===== src/rtl/irrigation_sequencer.sv =====
// Irrigation sequencer: sprinkler/dripper run control with BCD countdown,
// tank refill and conflict fault handling.
//
// Ports:
//   clock, reset          rising-edge clock, synchronous active-high reset
//   tick                  one-cycle pulse every 10 s (countdown step)
//   low/mid/high_water_level  tank probe levels
//   earth_humidity        1 = soil wet (stop irrigating)
//   air_humidity          1 = air humid (forces dripper mode)
//   low_temperature       1 = cold (forces dripper mode)
//   restart               one-cycle pulse, reload current mode duration
//   splinker_bomb         sprinkler pump, on in SPRINKLE
//   dripper_valvule       dripper valve, open in DRIP
//   water_supply_valvule  tank fill valve, open in FILL
//   alarm                 on in FAULT or FILL
//   state                 current FSM state code
//   minutes_d/minutes_u/seconds_d  BCD countdown (min tens, min units, 10 s)
module irrigation_sequencer (
  input  logic       clock,
  input  logic       reset,
  input  logic       tick,
  input  logic       low_water_level,
  input  logic       mid_water_level,
  input  logic       high_water_level,
  input  logic       earth_humidity,
  input  logic       air_humidity,
  input  logic       low_temperature,
  input  logic       restart,
  output logic       splinker_bomb,
  output logic       dripper_valvule,
  output logic       water_supply_valvule,
  output logic       alarm,
  output logic [2:0] state,
  output logic [3:0] minutes_d,
  output logic [3:0] minutes_u,
  output logic [3:0] seconds_d
);

  typedef enum logic [2:0] {
    IDLE     = 3'd0,
    SPRINKLE = 3'd1,
    DRIP     = 3'd2,
    HOLD     = 3'd3,
    FILL     = 3'd4,
    FAULT    = 3'd5
  } state_e;

  state_e     state_q, state_d;
  logic [3:0] md_q, md_d;
  logic [3:0] mu_q, mu_d;
  logic [3:0] sd_q, sd_d;
  logic [1:0] hc_q, hc_d;
  logic       bomb_q, drip_q, fill_q, alarm_q;

  logic       conflict;
  logic       sprinkler_mode;

  // One BCD step down of the current timer value
  logic [3:0] dec_md, dec_mu, dec_sd;
  logic       cur_zero, dec_zero;

  // Duration of the mode implied by the current inputs
  logic [3:0] ld_md, ld_mu;

  assign conflict = (high_water_level & ~mid_water_level)
                  | (mid_water_level & ~low_water_level);

  assign sprinkler_mode = ~air_humidity & ~low_temperature
                        & mid_water_level;

  always_comb begin
    dec_md = md_q;
    dec_mu = mu_q;
    dec_sd = sd_q;
    if (sd_q != 4'd0) begin
      dec_sd = sd_q - 4'd1;
    end else begin
      dec_sd = 4'd5;
      if (mu_q != 4'd0) begin
        dec_mu = mu_q - 4'd1;
      end else begin
        dec_mu = 4'd9;
        if (md_q != 4'd0) dec_md = md_q - 4'd1;
      end
    end
  end

  assign cur_zero = (md_q == 4'd0) && (mu_q == 4'd0)
                 && (sd_q == 4'd0);
  assign dec_zero = (dec_md == 4'd0) && (dec_mu == 4'd0)
                 && (dec_sd == 4'd0);

  // Sprinkler runs 15:00 (1:5:0), dripper runs 30:00 (3:0:0)
  assign ld_md = sprinkler_mode ? 4'd1 : 4'd3;
  assign ld_mu = sprinkler_mode ? 4'd5 : 4'd0;

  always_comb begin
    state_d = state_q;
    md_d    = md_q;
    mu_d    = mu_q;
    sd_d    = sd_q;
    hc_d    = hc_q;

    if (conflict) begin
      state_d = FAULT;
      md_d    = 4'd0;
      mu_d    = 4'd0;
      sd_d    = 4'd0;
    end else begin
      case (state_q)
        IDLE: begin
          if (!low_water_level) begin
            state_d = FILL;
          end else if (!earth_humidity) begin
            state_d = sprinkler_mode ? SPRINKLE : DRIP;
            md_d    = ld_md;
            mu_d    = ld_mu;
            sd_d    = 4'd0;
          end
        end
        FILL: begin
          if (high_water_level) state_d = IDLE;
        end
        FAULT: begin
          state_d = IDLE;
        end
        SPRINKLE, DRIP: begin
          if (!low_water_level) begin
            state_d = FILL;
            md_d    = 4'd0;
            mu_d    = 4'd0;
            sd_d    = 4'd0;
          end else if (earth_humidity) begin
            state_d = IDLE;
            md_d    = 4'd0;
            mu_d    = 4'd0;
            sd_d    = 4'd0;
          end else if (sprinkler_mode
                       != (state_q == SPRINKLE)) begin
            state_d = sprinkler_mode ? SPRINKLE : DRIP;
            md_d    = ld_md;
            mu_d    = ld_mu;
            sd_d    = 4'd0;
          end else if (restart) begin
            md_d    = ld_md;
            mu_d    = ld_mu;
            sd_d    = 4'd0;
          end else if (tick) begin
            // A zero timer here would be unreachable; never wrap below it
            if (cur_zero) begin
              state_d = HOLD;
              hc_d    = 2'd0;
            end else begin
              md_d = dec_md;
              mu_d = dec_mu;
              sd_d = dec_sd;
              if (dec_zero) begin
                state_d = HOLD;
                hc_d    = 2'd0;
              end
            end
          end
        end
        HOLD: begin
          if (tick) begin
            if (hc_q == 2'd2) state_d = IDLE;
            else              hc_d    = hc_q + 2'd1;
          end
        end
        default: begin
          state_d = IDLE;
        end
      endcase
    end
  end

  // Actuator outputs are registered from the next state so they
  // line up with the state register on every cycle.
  always_ff @(posedge clock) begin
    if (reset) begin
      state_q <= IDLE;
      md_q    <= 4'd0;
      mu_q    <= 4'd0;
      sd_q    <= 4'd0;
      hc_q    <= 2'd0;
      bomb_q  <= 1'b0;
      drip_q  <= 1'b0;
      fill_q  <= 1'b0;
      alarm_q <= 1'b0;
    end else begin
      state_q <= state_d;
      md_q    <= md_d;
      mu_q    <= mu_d;
      sd_q    <= sd_d;
      hc_q    <= hc_d;
      bomb_q  <= (state_d == SPRINKLE);
      drip_q  <= (state_d == DRIP);
      fill_q  <= (state_d == FILL);
      alarm_q <= (state_d == FILL) || (state_d == FAULT);
    end
  end

  assign splinker_bomb        = bomb_q;
  assign dripper_valvule      = drip_q;
  assign water_supply_valvule = fill_q;
  assign alarm                = alarm_q;
  assign state                = state_q;
  assign minutes_d            = md_q;
  assign minutes_u            = mu_q;
  assign seconds_d            = sd_q;

endmodule


===== config.mk =====
export PLATFORM = sky130hd
export DESIGN_NAME = irrigation_sequencer
export DESIGN_NICKNAME = d
export VERILOG_FILES = /design/src/rtl/irrigation_sequencer.sv
export SDC_FILE = /design/constraint.sdc
export NUM_CORES = 1
export LEC_CHECK = 0
export CAP_MARGIN = 20
export CELL_PAD_IN_SITES_DETAIL_PLACEMENT = 1
export CELL_PAD_IN_SITES_GLOBAL_PLACEMENT = 2
export CORE_UTILIZATION = 31
export CTS_BUF_LIST = sky130_fd_sc_hd__clkbuf_4 sky130_fd_sc_hd__clkbuf_8
export CTS_CLUSTER_DIAMETER = 50
export DETAILED_ROUTE_END_ITERATION = 7
export GPL_ROUTABILITY_DRIVEN = 0
export MAX_ROUTING_LAYER = met4
export PLACE_DENSITY_LB_ADDON = 0.1
export SKIP_CTS_REPAIR_TIMING = 1
export SLEW_MARGIN = 40
export SYNTH_ARGS = -nofsm -noshare
export SYNTH_HDL_FRONTEND = slang
export SYNTH_SLANG_ARGS = --single-unit
export TNS_END_PERCENT = 10

===== constraint.sdc =====
create_clock -name clock -period 2.8 [get_ports clock]
set_input_delay 0.42 -clock clock [delete_from_list [all_inputs] [get_ports clock]]
set_output_delay 0.42 -clock clock [all_outputs]
set_load 0.005 [all_outputs]

==> out/qor.txt, run 1 <==
Initial antenna violation count: 0
Final worst slack: 0.405 ns
Die area: 5280 um2
Global-route usage over all layers: 20.7%
Worst EP required: 2.98 ns
Cells after Synth: 188
Worst-Skew Late Latency: 0.27 ns
Max-slew headroom: 55.2%
Via density: 5.64
Clock Skews: 0.00851 ns
Filler Cell Count: 603
Routed WL per cell: 17.4 um
Iteration-0 DRC Markers: 65
Core footprint: 4750 um2
Mapped Area: 1550 um2
Row cnt: 25
Min cycle time layout: 2.39 ns
Crit Path Class: in -> reg
Syn Nets: 200
Total gr overflow: 0
Vias: 1608
Setup_tns: 0 ns
Hold Path Class: reg -> reg
CTS tree: yes
Area Overhead vs Synth: 28.0%
# setup viols final: 0
H-tree Lvls: 1
DR pass1 iterations: 4
Yosys reg bits: 21
Setup Slack @ Placement: 0.0919 ns
Crit start category: input port
Synth unique cells: 59
Largest net degree at the start of global routing: 15
Clock Pin Slew Worst Setup and Hold Paths: 0.09 ns
Die W: 72.7 um
Max-Cap Viols: 0
Final worst path period share: 85.5%
Fmax: 418 MHz
Fin. Hold Viols: 0
Slew @ Worst Pin: 0.666 ns
Initial core utilization: 32.6%
Share of cells above drive strength 1: 11.9%
Status: finished clean
Pwr dens: 374 nW/um2
Sink Count: 21
DPL Wire Length: 3950 um
Peak VDD IR: 0.175 mV
Arrival time at the worst endpoint: 2.57 ns
Worst-path fanout max: 7
Synthesis Warnings: 0
RSZ-0062 raised after global routing: false
Mean Syn Cell Area: 8.23 um2
# DRC: 0
First-pass GRT wire length: 8160 um
Clock buffer count from CTS: 3
Vias in the first global route: 1631
Post-synth top flop: dfxtp_1
Diodes inserted: 0
Final ANT Viol Nets: 0
Asr flop ratio synth: 0%
Worst setup EP type: flop
Longest Clk Path Bufs: 2
P_leak: 0.682 nW
IO Count: 29
Final wirelength: 4950 um
Buffers on Ports: 28
WHS: 0.477 ns
Sequential share of the synthesized area: 27.2%
Clock Tree Root: clkbuf_8
Chip Height: 72.7 um
Number of synthesized flops with an enable pin: 0
Nets: 231
Final slew viol count: 0
cell usage after synthesis, types with 2 or more instances:
cell type | count | area, um2
ha_1 | 2 | 25.0
a21oi_1 | 9 | 45.0
o21ai_1 | 2 | 10.0
and3_1 | 2 | 12.5
o211ai_1 | 5 | 37.5
o21a_1 | 3 | 22.5
o21ai_0 | 10 | 50.1
mux2i_1 | 2 | 20.0
nand4b_1 | 2 | 17.5
dfxtp_1 | 21 | 420
nor3b_1 | 3 | 22.5
nor4_1 | 3 | 18.8
a31oi_1 | 6 | 37.5
nor4b_1 | 2 | 17.5
o31ai_1 | 3 | 22.5
a311oi_1 | 2 | 17.5
nor2b_1 | 2 | 12.5
or2_2 | 2 | 12.5
and2_1 | 2 | 12.5
nor4_4 | 2 | 42.5
a21o_1 | 3 | 22.5
a21boi_0 | 2 | 15.0
nand3_1 | 8 | 40.0
and4_1 | 2 | 17.5
clkbuf_1 | 8 | 30.0
or3_1 | 3 | 18.8
inv_1 | 8 | 30.0
xnor2_1 | 4 | 35.0
a211oi_1 | 2 | 15.0
nand2b_1 | 8 | 50.1
nand2_1 | 5 | 18.8
or4_1 | 4 | 30.0
nor3_1 | 9 | 45.0
o31a_1 | 2 | 17.5
nor2_1 | 10 | 37.5
buf_6 | 2 | 22.5
critical path, stage by stage:
cell             delay (ns)
clkdlybuf4s50_1        0.51
nor3b_1                0.38
xor2_1                 0.28
buf_4                  0.18
and2_0                 0.35
a41oi_1                0.17
a311oi_1               0.28
metal layers:
| layer | vias to the layer above | GRT usage [%] | routed length, um |
|---|---|---|---|
| met5 | - | - | 0 |
| met1 | 793 | 25.0 | 2330 |
| met3 | 7 | 3.18 | 122 |
| li1 | 782 | - | - |
| met4 | 0 | 6.54 | 57 |
| met2 | 26 | 35.2 | 2450 |
metrics by stage:
| step | area, um2 | util [%] | total power, W | instances |
|---|---|---|---|---|
| after floorplan | 1550 | - | 0.000446 | 188 |
| after detailed placement | 1930 | 40.6 | 0.000533 | 281 |
| final | 1980 | 41.7 | 0.000741 | 285 |
| after CTS | 1980 | 41.7 | 0.000747 | 285 |
| after global placement | 1930 | 40.5 | 0.000527 | 281 |
| after global routing | 1980 | 41.7 | 0.000784 | 285 |
registers in the layout, summed over array words and instances (netlist names):
name	cells
splinker_bomb	1
seconds_d	4
hc_q	2
alarm	1
water_supply_valvule	1
minutes_d	4
dripper_valvule	1
minutes_u	4
state	3
path summary, 6_finish.rpt:
check	slack [ns]	endpoint	startpoint	cells after the start
worst max register to register	0.41	minutes_u[0]	minutes_d[0]	7
worst max-delay path	0.41	minutes_u[3]	mid_water_level	7
worst min-delay path	0.48	hc_q[1]	hc_q[1]	2
worst min register to register	0.48	hc_q[1]	hc_q[1]	2
report_power, final:
group / internal (W) / total, W / switching, W
Combinational: 0.0000908 / 0.000210 / 0.000120
Sequential: 0.000308 / 0.000316 / 0.00000801
Clock: 0.000101 / 0.000215 / 0.000114
Total: 0.000500 / 0.000741 / 0.000241
cells by family (layout without fill, tap and decap cells):
| group | Yosys count | in the layout | synth area share [%] |
|---|---|---|---|
| buffers and inverters | 20 | 50 | 5.90 |
| flip-flops | 21 | 21 | 27.2 |
| XOR/XNOR | 5 | 5 | 2.83 |
| AND/OR/NAND/NOR | 75 | 75 | 31.0 |
| multiplexers | 2 | 2 | 1.29 |
| AO/OA/AOI/OAI | 63 | 63 | 30.2 |
| adder cells (fa/ha/maj) | 2 | 2 | 1.62 |
cell usage in the layout, fill, tap and decap left out, drive strengths merged, types with 3 or more instances in the layout:
cell type | netlist | final
a31oi | 6 | 6
o21ai | 12 | 12
clkbuf | 8 | 3
o21a | 3 | 3
a21o | 3 | 3
and2 | 3 | 3
xnor2 | 4 | 4
nor2 | 10 | 10
clkdlybuf4s50 | 0 | 28
or4 | 5 | 5
nor3b | 3 | 3
nand2 | 5 | 5
o211ai | 6 | 6
nand2b | 8 | 8
buf | 4 | 10
nand3 | 8 | 8
nor3 | 9 | 9
a21oi | 9 | 9
inv | 8 | 8
nor4 | 5 | 5
o31ai | 4 | 4
dfxtp | 21 | 21
or3 | 3 | 3
final cells by class:
cell class                 count  area, um2  area share [%]
multi-input combinational    147       1040            52.6
sequential                    21        420            21.2
timing repair buffer          38        355            17.9
tap                           67       83.8            4.23
clock buffer                   3       41.3            2.08
inverter                       8       30.0            1.52
clock inverter                 1       7.51           0.379
Power figures use the tool's default switching activity.
==> inputs of run 2 (changes only) <==
- CORE_MARGIN: unset -> 1.5
- REMOVE_ABC_BUFFERS: unset -> 1
==> out/qor.txt, run 2 (same netlist as run 1, synthesis figures left out) <==
Min cycle time layout: 2.68 ns (was 2.39 ns)
First-pass GRT wire length: 8490 um (was 8160 um)
Worst-path fanout max: 8 (was 7)
Row cnt: 25 (unchanged)
Most common cell after layout, fill and taps aside: clkdlybuf4s50_1 (unchanged)
Hold Path Class: reg -> reg (unchanged)
Max-Cap Viols: 0 (unchanged)
CP delay by family, top: compound AO/OA/AOI/OAI gates (was simple AND/OR/NAND/NOR gates)
Final ANT Viol Nets: 0 (unchanged)
DR pass1 iterations: 4 (unchanged)
Slowest stage delay, CP: 0.69 ns (was 0.51 ns)
Status: finished clean (unchanged)
Post-route cell area: 1980 um2 (about the same)
Fin. Hold Viols: 0 (unchanged)
Worst setup EP type: flop (unchanged)
Setup_tns: 0 ns (unchanged)
P_leak: 0.686 nW (was 0.682 nW)
Clock Pin Slew Worst Setup and Hold Paths: 0.09 ns (about the same)
Clock buffer count from CTS: 3 (unchanged)
Hold Path Stages: 2 (unchanged)
CTS tree: yes (unchanged)
Arrival time at the worst endpoint: 2.84 ns (was 2.57 ns)
Highest Signal Layer: met4 (unchanged)
Reg area: 420 um2 (unchanged)
DPL Wire Length: 3940 um (was 3950 um)
Routed wl met2: 2510 um (was 2450 um)
# setup viols final: 0 (unchanged)
Routed WL per cell: 17.8 um (was 17.4 um)
Diodes inserted: 0 (unchanged)
Worst EP required: 2.97 ns (was 2.98 ns)
Initial antenna violation count: 0 (unchanged)
Die W: 73.7 um (was 72.7 um)
Via density: 5.67 (was 5.64)
Worst-Skew Late Latency: 0.27 ns (about the same)
RSZ-0062 raised after global routing: false (unchanged)
Setup Slack @ Placement: 0.182 ns (was 0.0919 ns)
Routed wl met3: 127 um (was 122 um)
IO Count: 29 (unchanged)
Crit path buf inv count: 0 (was 2)
Area Overhead vs Synth: 28.1% (was 28.0%)
Cell Chain, Critical Path: or4_4 -> o31a_1 -> a2111oi_1 -> o21ai_1 -> and4_1 (was clkdlybuf4s50_1 -> nor3b_1 -> xor2_1 -> buf_4 -> and2_0 -> a41oi_1 -> a311oi_1)
Fmax: 374 MHz (was 418 MHz)
Buffers on Ports: 28 (unchanged)
Nets: 232 (was 231)
Critical-path top delay cell: a2111oi_1 (was clkdlybuf4s50_1)
Post-Route M1 WL: 2410 um (was 2330 um)
H-tree Lvls: 1 (unchanged)
Most frequent cells in the layout: clkdlybuf4s50_1 (28), dfxtp_1 (21), buf_4 (11), o21ai_0 (10), nor2_1 (10) (was clkdlybuf4s50_1 (28), dfxtp_1 (21), o21ai_0 (10), nor2_1 (10), buf_4 (10))
Vias in the first global route: 1632 (was 1631)
Total gr overflow: 0 (unchanged)
Global-route usage over all layers: 21.3% (was 20.7%)
Filler Cell Count: 596 (was 603)
Max-slew headroom: 49.3% (was 55.2%)
Iteration-0 DRC Markers: 55 (was 65)
Clock Tree Root: clkbuf_8 (unchanged)
Final worst path period share: 95.5% (was 85.5%)
Sink Count: 21 (unchanged)
Slew @ Worst Pin: 0.758 ns (was 0.666 ns)
Final wirelength: 5100 um (was 4950 um)
Clock Skews: 0.00221 ns (was 0.00851 ns)
Area taken by multi-input logic gates: 1040 um2 (about the same)
Longest Clk Path Bufs: 2 (unchanged)
Peak VDD IR: 0.159 mV (was 0.175 mV)
Placed inst area: 1930 um2 (about the same)
Crit start category: flop (was input port)
WP depth: 5 (was 7)
Core footprint: 4750 um2 (unchanged)
Crit Path Class: reg -> reg (was in -> reg)
Initial core utilization: 32.6% (unchanged)
Largest net degree at the start of global routing: 15 (unchanged)
Final worst slack: 0.125 ns (was 0.405 ns)
Chip Height: 73.7 um (was 72.7 um)
R2r worst-path depth: 5 (was 7)
Vias: 1621 (was 1608)
# DRC: 0 (unchanged)
Pwr dens: 376 nW/um2 (was 374 nW/um2)
Die area: 5430 um2 (was 5280 um2)
Final slew viol count: 0 (unchanged)
Share of cells above drive strength 1: 11.9% (about the same)
run 2: where the power goes:
part / switching (W) / internal [W] / total, W
clock: 0.000117 / 0.000101 / 0.000218
combinational: 0.000117 / 0.0000913 / 0.000208
sequential: 0.00000955 / 0.000308 / 0.000318
total: 0.000244 / 0.000501 / 0.000744
run 2: per-stage QoR:
step	total power, W	cells	hold WS, ns	util [%]
after global placement	0.000528	282	0.453	40.7
final	0.000744	286	0.481	41.7
after floorplan	0.000440	176	0.442	-
after detailed placement	0.000532	282	0.465	40.7
after CTS	0.000748	286	0.484	41.7
after global routing	0.000784	286	0.505	41.7
run 2: area by class of cell:
type,count,area share (%)
sequential,21,21.2
clock buffer,3,2.08
timing repair buffer,39,18.3
multi-input combinational,147,52.3
tap,67,4.23
inverter,8,1.52
clock inverter,1,0.379
run 2: worst paths after layout:
| kind | from | end | slack [ns] |
|---|---|---|---|
| setup / recovery | seconds_d[3] | splinker_bomb | 0.12 |
| hold / removal | hc_q[1] | hc_q[1] | 0.48 |
| setup reg to reg | seconds_d[3] | splinker_bomb | 0.12 |
| hold reg to reg | hc_q[1] | hc_q[1] | 0.48 |
run 2: layer usage:
layer | vias to the layer above | track usage (%)
li1 | 787 | -
met1 | 786 | 27.8
met2 | 40 | 35.0
met3 | 8 | 1.78
met4 | 0 | 5.97
met5 | - | -
run 2: tightest hold or removal path: cells and delay by family, from the launching register on:
| family | cells | cell delay, ns |
|---|---|---|
| AND/OR/NAND/NOR | 1 | 0.06 |
| flip-flops | 1 | 0.33 |
| multiplexers | 1 | 0.06 |
